--- src/rtl/corner_collect_pkg.sv ---
// Shared definitions for the FAST corner collector: default field widths and FSM states.
package corner_collect_pkg;

  localparam int unsigned WDef  = 8;
  localparam int unsigned XWDef = 11;
  localparam int unsigned YWDef = 10;

  typedef enum logic [1:0] {
    StIdle   = 2'd0,
    StActive = 2'd1,
    StDone   = 2'd2
  } state_e;

endpackage

--- src/rtl/corner_fifo.sv ---
// Synchronous first-word-fall-through FIFO; head is visible one cycle after its push.
module corner_fifo #(
  parameter int unsigned WIDTH = 29,
  parameter int unsigned DEPTH = 64
) (
  input  logic             clk_i,
  input  logic             rst_ni,
  input  logic             push_i,
  input  logic [WIDTH-1:0] data_i,
  output logic             full_o,
  input  logic             pop_i,
  output logic             valid_o,
  output logic [WIDTH-1:0] data_o
);

  localparam int unsigned AW = $clog2(DEPTH);

  logic [AW:0]      wr_q, wr_d, rd_q, rd_d;
  logic [WIDTH-1:0] mem_q [DEPTH];
  logic             empty, full, do_push, do_pop;

  // Extra pointer MSB separates full (MSBs differ) from empty (pointers equal).
  always_comb begin
    empty   = (wr_q == rd_q);
    full    = (wr_q[AW] != rd_q[AW]) && (wr_q[AW-1:0] == rd_q[AW-1:0]);
    do_push = push_i & ~full;
    do_pop  = pop_i & ~empty;
    wr_d    = wr_q;
    rd_d    = rd_q;
    if (do_push) wr_d = wr_q + (AW+1)'(1);
    if (do_pop)  rd_d = rd_q + (AW+1)'(1);
  end

  always_ff @(posedge clk_i or negedge rst_ni) begin
    if (!rst_ni) begin
      wr_q <= '0;
      rd_q <= '0;
    end else begin
      wr_q <= wr_d;
      rd_q <= rd_d;
    end
  end

  always_ff @(posedge clk_i) begin
    if (do_push) mem_q[wr_q[AW-1:0]] <= data_i;
  end

  assign full_o  = full;
  assign valid_o = ~empty;
  assign data_o  = empty ? '0 : mem_q[rd_q[AW-1:0]];

endmodule

--- src/rtl/corner_collect.sv ---
// Frame sequencer and corner collector behind the FAST mask: tracks coordinates aligned
// to mask results, rejects border corners and queues {score,y,x} words for a consumer.
module corner_collect
  import corner_collect_pkg::*;
#(
  parameter int unsigned W      = WDef,
  parameter int unsigned XW     = XWDef,
  parameter int unsigned YW     = YWDef,
  parameter int unsigned IMG_W  = 752,
  parameter int unsigned IMG_H  = 480,
  parameter int unsigned BORDER = 3,
  parameter int unsigned LAT    = 7,
  parameter int unsigned DEPTH  = 64,
  parameter int unsigned MAXC   = 1023,
  localparam int unsigned CW    = $clog2(MAXC + 1),
  localparam int unsigned DW    = W + YW + XW
) (
  input  logic          c,
  input  logic          rst_n,
  input  logic          sof,
  input  logic          dv,
  input  logic [7:0]    t_cfg,
  output logic [7:0]    t,
  input  logic          q,
  input  logic [W-1:0]  score,
  output logic          cq_valid,
  input  logic          cq_ready,
  output logic [DW-1:0] cq_data,
  output logic [CW-1:0] corner_count,
  output logic          overflow,
  output logic          frame_done
);

  state_e          state_q, state_d;
  logic [LAT-1:0]  dv_pipe_q, dv_pipe_d;
  logic            dva, dva_prev_q;
  logic [XW-1:0]   x_q, x_d;
  logic [YW-1:0]   y_q, y_d;
  logic [7:0]      t_q, t_d;
  logic [CW-1:0]   cnt_q, cnt_d;
  logic            ovf_q, ovf_d;
  logic            in_x, in_y, accept, push, fifo_full;

  // Delay dv by LAT so it lines up with the mask's q/score for the same pixel.
  always_comb begin
    dv_pipe_d    = dv_pipe_q << 1;
    dv_pipe_d[0] = dv;
  end
  assign dva = dv_pipe_q[LAT-1];

  always_comb begin
    in_x   = (32'(x_q) >= BORDER) && (32'(x_q) < IMG_W - BORDER);
    in_y   = (32'(y_q) >= BORDER) && (32'(y_q) < IMG_H - BORDER);
    accept = q & dva & ~sof & (state_q == StActive) & in_x & in_y;
    push   = accept & ~fifo_full & (32'(cnt_q) != MAXC);
  end

  always_comb begin
    state_d = state_q;
    x_d     = x_q;
    y_d     = y_q;
    t_d     = t_q;
    cnt_d   = cnt_q;
    ovf_d   = ovf_q;

    if (dva) begin
      x_d = x_q + XW'(1);
    end else if (dva_prev_q) begin
      x_d = '0;
      y_d = y_q + YW'(1);
    end

    if (push)            cnt_d = cnt_q + CW'(1);
    if (accept && !push) ovf_d = 1'b1;

    case (state_q)
      StIdle:   state_d = StIdle;
      StActive: if (32'(y_q) == IMG_H) state_d = StDone;
      StDone:   state_d = StIdle;
      default:  state_d = StIdle;
    endcase

    // A new frame restarts everything except the queued corners.
    if (sof) begin
      t_d     = t_cfg;
      x_d     = '0;
      y_d     = '0;
      cnt_d   = '0;
      ovf_d   = 1'b0;
      state_d = StActive;
    end
  end

  always_ff @(posedge c or negedge rst_n) begin
    if (!rst_n) begin
      state_q    <= StIdle;
      dv_pipe_q  <= '0;
      dva_prev_q <= 1'b0;
      x_q        <= '0;
      y_q        <= '0;
      t_q        <= '0;
      cnt_q      <= '0;
      ovf_q      <= 1'b0;
    end else begin
      state_q    <= state_d;
      dv_pipe_q  <= dv_pipe_d;
      dva_prev_q <= dva;
      x_q        <= x_d;
      y_q        <= y_d;
      t_q        <= t_d;
      cnt_q      <= cnt_d;
      ovf_q      <= ovf_d;
    end
  end

  corner_fifo #(
    .WIDTH(DW),
    .DEPTH(DEPTH)
  ) u_fifo (
    .clk_i  (c),
    .rst_ni (rst_n),
    .push_i (push),
    .data_i ({score, y_q, x_q}),
    .full_o (fifo_full),
    .pop_i  (cq_ready),
    .valid_o(cq_valid),
    .data_o (cq_data)
  );

  assign t            = t_q;
  assign corner_count = cnt_q;
  assign overflow     = ovf_q;
  assign frame_done   = (state_q == StDone);

endmodule

--- config.mk ---
export PLATFORM = sky130hd
export DESIGN_NAME = corner_collect
export DESIGN_NICKNAME = d
export VERILOG_FILES = /design/src/rtl/corner_collect_pkg.sv /design/src/rtl/corner_fifo.sv /design/src/rtl/corner_collect.sv
export SDC_FILE = /design/constraint.sdc
export NUM_CORES = 2
export LEC_CHECK = 0
export ABC_AREA = 1
export CAP_MARGIN = 30
export CORE_MARGIN = 5
export CORE_UTILIZATION = 61
export CTS_BUF_LIST = sky130_fd_sc_hd__clkbuf_16
export DETAILED_ROUTE_END_ITERATION = 8
export HOLD_SLACK_MARGIN = 0.06
export PLACE_DENSITY_LB_ADDON = 0.05
export SLEW_MARGIN = 5
export SYNTH_ARGS = -nofsm -noshare
export SYNTH_HDL_FRONTEND = slang
export SYNTH_HIERARCHICAL = 1
export SYNTH_SLANG_ARGS = --single-unit
--- constraint.sdc ---
create_clock -name c -period 5.4 [get_ports c]
set_input_delay 1.08 -clock c [delete_from_list [all_inputs] [get_ports c]]
set_output_delay 1.08 -clock c [all_outputs]
set_load 0.05 [all_outputs]
==> flow_summary_export.csv <==
group,metric,value,unit
outcome,status,"finished, final reports clean",
logic_synthesis,synthCells,7772,
detailed_routing,wl_met1,90.2,mm
detailed_routing,dr_wl_met2,101,mm
clock_tree,ctsHtreeMaxLevel,4,
timing,slew_headroom,0.261,
worst_setup_path,cp_max_fo,144,
logic_synthesis,yosysWarnings,6,
worst_setup_path,r2r-start,"u_fifo/rd_q[0]",
placed_design,dp.cells,9350,
power,peakVddDrop,0.556,mV
worst_setup_path,worstPathCellList,"buf_12 -> buf_4 -> nor2_1 -> o21ai_0 -> nand3_1 -> nand3_1 -> nand2_1 -> nand2_1 -> nor2_1 -> nor2_1 -> nor2_1 -> buf_12",
power,combinationalPowerShare,0.386,
worst_setup_path,critPathKind,"register to primary output",
power,total_power,0.0470,W
logic_synthesis,ys.flop_type,"edfxtp_1",
logic_synthesis,synth_edf_count,1856,
timing,hold_viol_final,0,
timing,setup_viol,0,
worst_setup_path,critPathArrivalTime,4.29,ns
timing,tns,0,ns
global_routing,grt_overflow,0,
layout,drive_gt1_frac,0.0713,
clock_tree,cts.sinks,1920,
timing,grt_setup_unrepaired,"false",
layout,instances_no_fill,9721,
global_routing,grt_use_total,0.315,
clock_tree,clk_latency,0.82,ns
worst_setup_path,timing.rr.end,"u_fifo/mem_q[36][25]",
worst_hold_path,min_path_type,"register to register",
worst_setup_path,r2r_setup_slack,0.76,ns
clock_tree,cts_root_buf,"clkbuf_16",
timing,fin_crit_sh,0.994,
layout,final_core_util,0.686,
power,clock_power_share,0.261,
worst_setup_path,r2r_cells,14,
worst_setup_path,crit_path_start,"u_fifo/rd_q[1]",
power,p_int,0.0281,W
worst_setup_path,cpMostUsedCell,"nor2_1",
power,switching_share,0.403,
detailed_routing,avgRoutedWirePerCell,23.1,µm
detailed_routing,top_signal_layer_used,"met5",
logic_synthesis,synthArstFlopShare,0.0333,
timing,fmax,0.186,GHz
logic_synthesis,synth.distinct_cells,42,
layout,final_common_cell,"nand2_1",
detailed_routing,vias,55700,
detailed_routing,vias_per_cell,5.73,
power,pwr-share-seq,0.353,
clock_tree,cts_made_buffers,189,
placed_design,gp_congestion,0.861,
layout,fin_nets,7818,
detailed_routing,first_pass_iters,6,
global_routing,grt_pass1_vias,51300,
clock_tree,clock_path_buffers,3,
detailed_routing,drc,0,
worst_setup_path,cp_slowest_cell,"buf_4",
layout,layout_common_cells,"nand2_1, edfxtp_1, nand3_1, inv_1, nor2_1",
worst_setup_path,slowest_delay,0.58,ns
global_routing,grt_max_degree,168,
floorplanning,initial_core_util,0.612,
floorplanning,die_area,141000,µm²
worst_setup_path,crit_path_end,"cq_data[21]",
floorplanning,pin_count,72,
timing,tightestPinTransition,1.10,ns
layout,syn_to_final_growth,12.1,%
power,power_switching,0.0189,W
timing,fin_skew,0.0269,ns
worst_setup_path,crit_required,4.32,ns
clock_tree,clkTransAtPathRegs,0.06,ns
floorplanning,core-area,133000,µm²
clock_tree,cts_tree,"done",
logic_synthesis,yosysSeqAreaShare,0.704,
detailed_routing,ant_nets,0,
detailed_routing,drt_iter0_markers,7282,
worst_hold_path,min_delay_path_depth,0,
logic_synthesis,synth_nets,7800,
floorplanning,fp-row-count,134,
power,leakage,37.0,nW
logic_synthesis,ys_ff_latch,1920,
detailed_routing,met3_length,27.0,mm
global_routing,antenna_found_initial,13,
worst_setup_path,start_kind,"register",
detailed_routing,routed_wl,224,mm
timing,min_period,5.37,ns
logic_synthesis,synth.avg_cell_area,10.5,µm²
logic_synthesis,syn-cell-area,81400,µm²
placed_design,port_buffers,71,
power,power-per-cell-area,515,nW/µm²
floorplanning,dieHeight,375,µm
placed_design,hpwl,124,mm
flow_run,cap_violations,0,
timing,slew_viol_final,0,
floorplanning,die_x,375,µm
clock_tree,postCtsSetupRepairBufs,0,
worst_setup_path,endpoint_kind,"primary output",
global_routing,grt_pass1_wl,329,mm
sequential cells by signal (all words and copies together) (netlist names), 7 cells and up:
| register | flops |
|---|---|
| y_q | 10 |
| corner_count | 10 |
| dv_pipe_q | 7 |
| u_fifo/rd_q | 7 |
| u_fifo/mem_q | 1856 |
| x_q | 11 |
| t | 8 |
| u_fifo/wr_q | 7 |
stage by stage:
stage | worst slack, ns | hold WS (ns) | area (µm²)
final | 0.0348 | 0.350 | 91300
after floorplan | 0.811 | 0.331 | 81400
after detailed placement | 0.371 | 0.338 | 85100
after global routing | 0.0233 | 0.366 | 91300
after global placement | 0.370 | 0.335 | 84300
after CTS | 0.0155 | 0.353 | 90800
power groups by stage:
stage / clock (W) / sequential, W / combinational (W)
after global routing: 0.0130 / 0.0166 / 0.0195
after global placement: 0 / 0.0169 / 0.0174
after CTS: 0.0124 / 0.0166 / 0.0177
after floorplan: 0 / 0.0169 / 0.0109
final: 0.0122 / 0.0166 / 0.0182
after detailed placement: 0 / 0.0169 / 0.0177
worst min path at each step:
stage / start / endpoint / slack (ns)
after floorplan: dv_pipe_q[0] / dv_pipe_q[1] / 0.33
after global placement: dv_pipe_q[5] / dv_pipe_q[6] / 0.34
after detailed placement: dv_pipe_q[2] / dv_pipe_q[3] / 0.34
after CTS: dv_pipe_q[5] / dv_pipe_q[6] / 0.35
after global routing: dv_pipe_q[0] / dv_pipe_q[1] / 0.37
final: dv_pipe_q[5] / dv_pipe_q[6] / 0.35
worst max-delay path, delay by kind of cell (launching register included):
family,cells,cell delay (ns)
buffers and inverters,3,1.31
and+or+nand+nor,8,1.23
AOI/OAI and AO/OA,1,0.10
DFF,1,0.52
layout make-up:
type	instances	area, µm²
Fill cell	9716	41900
Clock buffer	198	4950
Tap cell	1768	2210
Inverter	761	2890
Multi-Input combinational cell	4693	19900
Timing Repair Buffer	225	3130
Sequential cell	1920	57400
Clock inverter	152	782
Antenna cell	4	10.0
Yosys cell counts (all sizes together), types with 2 or more instances:
master     n  share of area
a21oi     63         0.0039
buf      280          0.017
clkbuf   118         0.0054
clkinv     2       0.000092
dfrtp     64          0.020
edfxtp  1856           0.68
ha         6        0.00092
inv      759          0.035
nand2   2880           0.13
nand3    842          0.052
nand4     25         0.0020
nor2     610          0.029
nor3       7        0.00049
o21ai    218          0.013
o22ai      2        0.00015
or2       12        0.00092
xnor2      3        0.00032
xor2      15         0.0016
routing by layer:
layer / track usage / up-vias
met3: 0.0770 / 364
met2: 0.470 / 2947
met5: 0 / -
li1: - / 25600
met4: 0.0943 / 4
met1: 0.466 / 26800
logic make-up (layout without fill, tap and decap cells):
family	count (synthesis)	count (layout)	share of synthesized area
fa+ha+maj	6	6	0.000922
buf+inv	1159	1336	0.0576
other cells	0	4	0
xor+xnor	18	18	0.00194
simple gates	4379	4379	0.217
compound gates	290	290	0.0183
flops	1920	1920	0.704
timing repair:
item                                    in CTS  in global routing
endpoints found under the hold margin        0                  4
hold buffers                                 0                  1
endpoints found under the setup margin       0                 19
gates resized for setup                      0                 13
No activity file was read; power rests on OpenSTA's default activity.
